--- src/rtl/car_drive_unit.sv ---
// Car and door actuator model: turns engine/door commands into floor-arrival and door-position
// sensor feedback, and latches a sticky fault on any illegal command.
module car_drive_unit #(
  parameter int FLOORS        = 8,
  parameter int TRAVEL_CYCLES = 40,
  parameter int DOOR_CYCLES   = 20,
  parameter int START_FLOOR   = 0
) (
  input  logic                      clk,
  input  logic                      reset,
  input  logic [1:0]                engine,
  input  logic [1:0]                door,
  output logic                      sensor_up,
  output logic                      sensor_down,
  output logic [1:0]                sensor_door,
  output logic [$clog2(FLOORS)-1:0] floor,
  output logic                      fault
);

  localparam int FW = $clog2(FLOORS);
  localparam int TW = $clog2(TRAVEL_CYCLES);
  localparam int DW = $clog2(DOOR_CYCLES + 1);

  localparam logic [FW-1:0] FLOOR_TOP   = FW'(FLOORS - 1);
  localparam logic [FW-1:0] FLOOR_START = FW'(START_FLOOR);
  localparam logic [TW-1:0] T_LAST      = TW'(TRAVEL_CYCLES - 1);
  localparam logic [TW-1:0] T_ONE       = TW'(1);
  localparam logic [DW-1:0] D_FULL      = DW'(DOOR_CYCLES);

  localparam logic [1:0] ENG_STOP = 2'b00;
  localparam logic [1:0] ENG_UP   = 2'b01;
  localparam logic [1:0] ENG_DOWN = 2'b10;
  localparam logic [1:0] ENG_BAD  = 2'b11;
  localparam logic [1:0] DOOR_OPEN  = 2'b01;
  localparam logic [1:0] DOOR_CLOSE = 2'b10;

  logic [FW-1:0] floor_q, floor_d;
  logic [TW-1:0] tcnt_q, tcnt_d;
  logic [DW-1:0] dcnt_q, dcnt_d;
  logic          up_q, up_d;
  logic          down_q, down_d;
  logic [1:0]    sdoor_q, sdoor_d;
  logic          fault_q, fault_d;

  function automatic logic [DW-1:0] sat_inc(input logic [DW-1:0] v);
    return (v == D_FULL) ? v : v + 1'b1;
  endfunction

  function automatic logic [DW-1:0] sat_dec(input logic [DW-1:0] v);
    return (v == '0) ? v : v - 1'b1;
  endfunction

  always_comb begin
    floor_d = floor_q;
    tcnt_d  = tcnt_q;
    dcnt_d  = dcnt_q;
    up_d    = 1'b0;
    down_d  = 1'b0;
    fault_d = fault_q;

    // Motion interlock: any engine command with the door not fully closed is refused.
    if (engine != ENG_STOP && dcnt_q != '0) begin
      fault_d = 1'b1;
    end else begin
      case (engine)
        ENG_UP: begin
          if (tcnt_q == '0 && floor_q == FLOOR_TOP) begin
            fault_d = 1'b1;
          end else if (tcnt_q == T_LAST) begin
            floor_d = floor_q + 1'b1;
            tcnt_d  = '0;
            up_d    = 1'b1;
          end else begin
            tcnt_d = tcnt_q + 1'b1;
          end
        end
        ENG_DOWN: begin
          if (tcnt_q == '0) begin
            if (floor_q == '0) begin
              fault_d = 1'b1;
            end else begin
              floor_d = floor_q - 1'b1;
              tcnt_d  = T_LAST;
            end
          end else begin
            tcnt_d = tcnt_q - 1'b1;
            down_d = (tcnt_q == T_ONE);
          end
        end
        ENG_BAD: fault_d = 1'b1;
        default: ;
      endcase
    end

    // Door uses pre-edge tcnt, so a stroke cannot start on the edge a move begins or ends.
    case (door)
      DOOR_OPEN: begin
        if (tcnt_q == '0 && engine == ENG_STOP) begin
          dcnt_d = sat_inc(dcnt_q);
        end else begin
          fault_d = 1'b1;
        end
      end
      DOOR_CLOSE: dcnt_d = sat_dec(dcnt_q);
      default: ;
    endcase

    sdoor_d = (dcnt_d == '0)     ? 2'b10 :
              (dcnt_d == D_FULL) ? 2'b01 : 2'b00;
  end

  always_ff @(posedge clk or negedge reset) begin
    if (!reset) begin
      floor_q <= FLOOR_START;
      tcnt_q  <= '0;
      dcnt_q  <= '0;
      up_q    <= 1'b0;
      down_q  <= 1'b0;
      sdoor_q <= 2'b10;
      fault_q <= 1'b0;
    end else begin
      floor_q <= floor_d;
      tcnt_q  <= tcnt_d;
      dcnt_q  <= dcnt_d;
      up_q    <= up_d;
      down_q  <= down_d;
      sdoor_q <= sdoor_d;
      fault_q <= fault_d;
    end
  end

  assign sensor_up   = up_q;
  assign sensor_down = down_q;
  assign sensor_door = sdoor_q;
  assign floor       = floor_q;
  assign fault       = fault_q;

endmodule

--- config.mk ---
export PLATFORM = sky130hd
export DESIGN_NAME = car_drive_unit
export DESIGN_NICKNAME = d
export VERILOG_FILES = /design/src/rtl/car_drive_unit.sv
export SDC_FILE = /design/constraint.sdc
export NUM_CORES = 1
export LEC_CHECK = 0
export ABC_CLOCK_PERIOD_IN_PS = 2300
export CAP_MARGIN = 20
export CORE_ASPECT_RATIO = 0.6
export CORE_MARGIN = 2
export CORE_UTILIZATION = 40
export DETAILED_ROUTE_END_ITERATION = 7
export PLACE_DENSITY = 0.58
export SLEW_MARGIN = 0
export SYNTH_ARGS = -nofsm -noshare
export SYNTH_HDL_FRONTEND = slang
export SYNTH_SLANG_ARGS = --single-unit
--- constraint.sdc ---
create_clock -name clk -period 2.3 [get_ports clk]
set_input_delay 0.46 -clock clk [delete_from_list [all_inputs] [get_ports clk]]
set_output_delay 0.46 -clock clk [all_outputs]
set_load 0.01 [all_outputs]
---- Yosys cells after proc, flatten, opt, wreduce, memory -nomap -nowiden ----
Cells that the tools add are included.
word-level totals
  register bits ........................... 19
  latch bits .............................. 0
  bits in writable memories ............... 0
  bits in read-only memories .............. 0
  input port bits ......................... 6
  output and inout port bits .............. 8
  word-level logic and storage cells ...... 72
  memories ................................ 0
cells by class
  add/sub/neg operators ................... 6
  multipliers ............................. 0
  divide/modulo/power cells ............... 0
  order comparisons ....................... 0
  equality and inequality tests ........... 15
  shift-type cells ........................ 0
  mux-type cells .......................... 30
  bitwise operators ....................... 1
  reduce and logical (&&, ||, !) cells .... 13
operators with widths
  operator               number
  $mux W6                4
  $mux W5                3
  $mux W1                14
  $mux W3                4
  $pmux W6 S2            1
  $eq A5 B5 Y1 const B   2
  $logic_not A5 Y1       2
  $pmux W5 S2            1
  $ne A2 B2 Y1 const B   4
  $add A6 B1 Y6 const B  1
  $eq A2 B2 Y1 const B   3
  $eq A6 B1 Y1 const B   1
  $eq A6 B6 Y1 const B   1
  $logic_not A6 Y1       1
  $pmux W3 S2            1
  $reduce_and A6 Y1      1
  $sub A6 B1 Y6 const B  1
  $add A5 B1 Y5 const B  1
  $reduce_bool A5 Y1     1
  $sub A5 B1 Y5 const B  1
  $eq A2 B1 Y1 const B   2
  $reduce_and A4 Y1      1
  $reduce_bool A2 Y1     2
  $add A3 B1 Y3 const B  1
  other kinds (9)        11

---- Depth between registers and ports, before layout ----
  depth after elaboration ................. 7
  mapped depth ............................ 10
  mapped depth without buffers ............ 7

---- Worst setup path after synthesis ----
OpenSTA, ideal clock, no wires.
  path kind ............................... reg-to-reg
  start point ............................. register dcnt_q[0]
  end point ............................... register tcnt_q[0]
  library setup time ...................... 126 ps
  arrival ................................. 2108 ps
  data required time ...................... 2174 ps
  path slack .............................. 66 ps
  cell stages (with the launch flop) ...... 9
  path buffers ............................ 2
  period minus slack after synthesis ...... 2234 ps
  path through ............................ dfrtp_1 clkbuf_1 inv_1 ha_1 nor4b_4 nor2_2 or3_4 buf_6 a221o_1
between the ends
  longest elaborated chain between the ends .. 4
ends and longest elaborated chain
  item                         RTL line  source
  from (decl)                  39        logic [DW-1:0] dcnt_q, dcnt_d;
  from (signal assigned)       124       dcnt_q <= dcnt_d;
  $reduce_bool A5 Y1           62        if (engine != ENG_STOP && dcnt_q != '0) begin
  $logic_and A1 B1 Y1          62
  $not A1 Y1 (no line)         --
  $reduce_and A4 Y1 (no line)  --
  to (signal assigned)         123       tcnt_q <= tcnt_d;
  to (decl)                    38        logic [TW-1:0] tcnt_q, tcnt_d;
No other way between the ends.
A chain may end at the register's enable or synchronous reset.

---- Worst setup path in the final report ----
  start point ............................. input door[0]
  end point ............................... register sdoor_q[0], in the netlist sensor_door[0]
between the ends
  longest elaborated chain between the ends .. 5
  elaborated cells on any way between the ends .. 7
  classes of those cells .................. eq/ne: 3; mux: 3; reduce/logical: 1
ends and longest elaborated chain
  item                                                 RTL line  source
  from (decl)                                          12        input logic [1:0] door,
  $eq A2 B2 Y1 / $eq A2 B1 Y1 (equally long branches)  96        case (door)
  $pmux W5 S2 (*)                                      96
  via dcnt_d[1]                                        39
  $eq A5 B5 Y1                                         109       (dcnt_d == D_FULL) ? 2'b01 : 2'b00;
  $mux W1                                              109
  $mux W2 (*)                                          108       sdoor_d = (dcnt_d == '0) ? 2'b10 :
  via sdoor_d[0]                                       42        logic [1:0] sdoor_q, sdoor_d;
  to (signal assigned)                                 127       sdoor_q <= sdoor_d;
  to (decl)                                            42
The timed path passes the listed nets; every way through them passes the cells marked *.

==> PnR_summary.wiki <==
{| class="wikitable"
! Metric !! Value
|-
| Hold Path Class || in2async
|-
| Number of nets still failing antenna checks after routing || 0
|-
| Pin count of the biggest net entering global routing || 15
|-
| Clock sink total || 19
|-
| Total of fill cells in the finished design || approximately 320
|-
| Critical path type || in2reg
|-
| Final net count || ~250
|-
| Worst Path Arrival || ~2.4 ns
|-
| RSZ-0062 raised after global routing || no
|-
| Worst reg2reg setup slack || about 0.11 ns
|-
| P_leak || between 0.9 and 1 nW
|-
| H-tree levels || 1
|-
| Routed length per placed instance || about 15 um
|-
| Antenna violations before repair || 0
|-
| Number of global-route vias before repair || about 1500
|-
| I/O pins || 14
|-
| Non-filler cells, final || approximately 280
|-
| Areal power density over the cells || ~1000 nW/um^2
|-
| Library cell used as clock root buffer || sky130_fd_sc_hd__clkbuf_8
|-
| Die area || between 4000 and 5000 sq um
|-
| Cell row count || 17
|-
| Total via count in the routed design || between 1500 and 2000
|-
| Total count of hold-check failures in the final report || 0
|-
| Floorplan core area || 3720 sq um
|-
| Global placer's final weighted congestion || roughly 0.88
|-
| Portion of the post-synthesis area used by sequential elements || 30.1%
|-
| Largest fanout on the critical path || 5
|-
| Synthesized cell area || 1580 sq um
|-
| Upper clock frequency limit || 452 MHz
|-
| Top FF cell, synth || sky130_fd_sc_hd__dfrtp_1
|-
| Post-route clock period utilization || 96.2%
|-
| Slew of the pin with the lowest slew margin || 0.401 ns
|-
| Mapped Cells || around 180
|-
| Run status || complete, no violations
|-
| Post-synthesis sequential element count || 19
|-
| Count of input and output buffers || 13
|-
| Later-pin clock latency in the skew report || between 0.2 and 0.3 ns
|-
| Average vias per placed instance || 5.50
|-
| Data required time at the worst endpoint || 2.45 ns
|-
| Bufs on Longest Clock Path || 2
|-
| Async set-reset flop share out of synthesis || 100%
|-
| Slowest library cell on the worst path || sky130_fd_sc_hd__clkdlybuf4s50_1
|-
| # hold bufs at CTS || 0
|-
| Pre-CTS WS || -0.334 ns
|-
| Post-detailed-placement half-perimeter wirelength || roughly 3.2 mm
|-
| Synth Net Count || around 200
|-
| Remaining global-route overflow || 0
|-
| Final setup violation count || 0
|-
| CTS tree || built
|-
| Antenna diodes || 0
|-
| Clock buffer count from CTS || 3
|-
| FF+latch area || between 400 and 500 sq um
|-
| DIE HEIGHT || 52.7 um
|-
| Post-CTS clock slew at the launch and capture registers of the worst setup and hold paths || roughly 0.080 ns
|-
| Count of maximum capacitance violations || 0
|-
| Combined area of the multi-input logic cells || about 1100 sq um
|-
| Critical path cell sequence || clkdlybuf4s50_1 -> inv_1 -> ha_4 -> or3b_2 -> mux2i_1 -> or3_4 -> o21bai_1 -> and4bb_1
|-
| Max Slew Vio Count || 0
|-
| Leading cell type in the layout, fill and taps excluded || sky130_fd_sc_hd__buf_4
|-
| Maximum ir drop on the vdd rail || about 520 uV
|-
| Routed wire length || approximately 4.2 mm
|-
| Global-route wire length before repair || a little over 7 mm
|-
| Final period demand of the worst path || between 2 and 2.5 ns
|-
| Type of origin of the critical path || primary input
|-
| Die Width || about 85 um
|-
| Hold slack || approximately 0.44 ns
|-
| Layout cells sized above 1 || ~30%
|-
| Number of enable flip-flop cells after synthesis || 0
|-
| Post-Synthesis Mean Instance Area || roughly 8.9 sq um
|-
| Top library cells by usage in the layout, fill and taps aside || 44 x sky130_fd_sc_hd__buf_4, 20 x sky130_fd_sc_hd__nand2_1, 18 x sky130_fd_sc_hd__dfrtp_1
|-
| Largest incremental delay on the critical path || approximately 0.48 ns
|-
| Final worst clock skew || 0.00172 ns
|-
| Synthesis warning total || 0
|-
| Total DRC errors in the routed layout || 0
|-
| Relative slew margins || 73.0%
|-
| Min setup slack post-route || ~0.088 ns
|-
| Starting Density || between 40% and 50%
|-
| Area overhead of the layout relative to synthesis || 36.0%
|-
| Reg2reg path depth || 8
|-
| Overall Global Routing Usage || between 20% and 30%
|-
| Setup_tns || 0 ns
|-
| Post-synthesis cell type count || 54
|-
| Kind of capture point of the worst setup path || flop
|-
| Number of iterations in the first detailed-routing pass || 4
|-
| Drt first-iter violations || 130
|-
| Number of placed cells counting well taps || 270
|}
==> registers in the layout, summed over array words and instances (netlist names) <==
name,flops
dcnt_q,5
fault,1
floor,3
sensor_door,2
sensor_down,1
sensor_up,1
tcnt_q,6
==> worst paths after layout <==
check	startpoint	endpoint
worst max-delay path	door[0]	sensor_door[0]
worst min-delay path	reset	floor[0]
worst max register to register	tcnt_q[1]	tcnt_q[4]
worst min register to register	floor[2]	floor[2]
max in group asynchronous	reset	sensor_door[1]
min in group clk	floor[2]	floor[2]
==> routing by layer <==
layer	up-vias	global-route usage (%)	part of all wire, %
met4	0	1.06	0
met5	-	0	0
met1	721	29.6	49
met2	54	31.6	42
met3	0	6.93	8.9
li1	755	-	-
==> timing repair <==
| action | in CTS | in global routing |
|---|---|---|
| setup endpoints to repair | 4 | 1 |
| buffers inserted | 3 | 0 |
| endpoints found under the hold margin | 0 | 0 |
| gates resized for setup | 8 | 2 |
| cloned | 1 | 0 |
| pin swaps | 3 | 0 |
==> where the power goes <==
part,leakage [nW],switching (mW),internal [mW],total (mW)
sequential,0.228,0.143,0.462,0.605
clock,0.0255,0.121,0.121,0.242
combinational,0.697,0.674,0.662,1.34
total,0.951,0.939,1.24,2.18
==> worst max-delay path, delay by kind of cell <==
| kind | cells | cell delay (ns) |
|---|---|---|
| simple gates | 3 | 0.82 |
| buf+inv | 2 | 0.55 |
| fa+ha+maj | 1 | 0.25 |
| compound gates | 1 | 0.14 |
| mux | 1 | 0.13 |
==> cells by family (layout without fill, tap and decap cells) <==
kind of cell             Yosys count  count (layout)  share of synthesized area (%)
AO/OA/AOI/OAI                     35              35                           17.8
XOR/XNOR                           6               6                           3.32
adder cells (fa/ha/maj)           15              15                           12.3
buffers and inverters             23              75                           6.00
flip-flops                        19              19                           30.1
multiplexers                       4               4                           2.53
AND/OR/NAND/NOR                   76              77                           28.0
==> through the flow <==
| stage | instance area [sq um] | utilization [%] | power (mW) |
|---|---|---|---|
| floorplan | 1580 | - | 1.38 |
| global placement | 2040 | 54.8 | 1.86 |
| detailed placement | 2040 | 54.8 | 1.88 |
| CTS | 2130 | 57.3 | 2.17 |
| global route | 2150 | 57.9 | 2.37 |
| finish | 2150 | 57.9 | 2.18 |
==> final cells by class <==
type,instances,area share (%)
clock buffers,3,1.92
clock inverters,1,0.232
inverters,14,2.44
multi-input cells,137,49.3
flip-flops and latches,19,22.1
well taps,47,2.73
repair buffers,57,21.3
==> synth_stat cells (all sizes together) (5+ instances only) <==
cell type | number | area, sq um
nand2 | 20 | 75.1
dfrtp | 18 | 450
ha | 14 | 175
inv | 14 | 52.6
nor2 | 14 | 55.1
o21ai | 8 | 40.0
clkbuf | 7 | 26.3
nand3 | 6 | 30.0
nor3 | 5 | 25.0
Power figures use the tool's default switching activity.
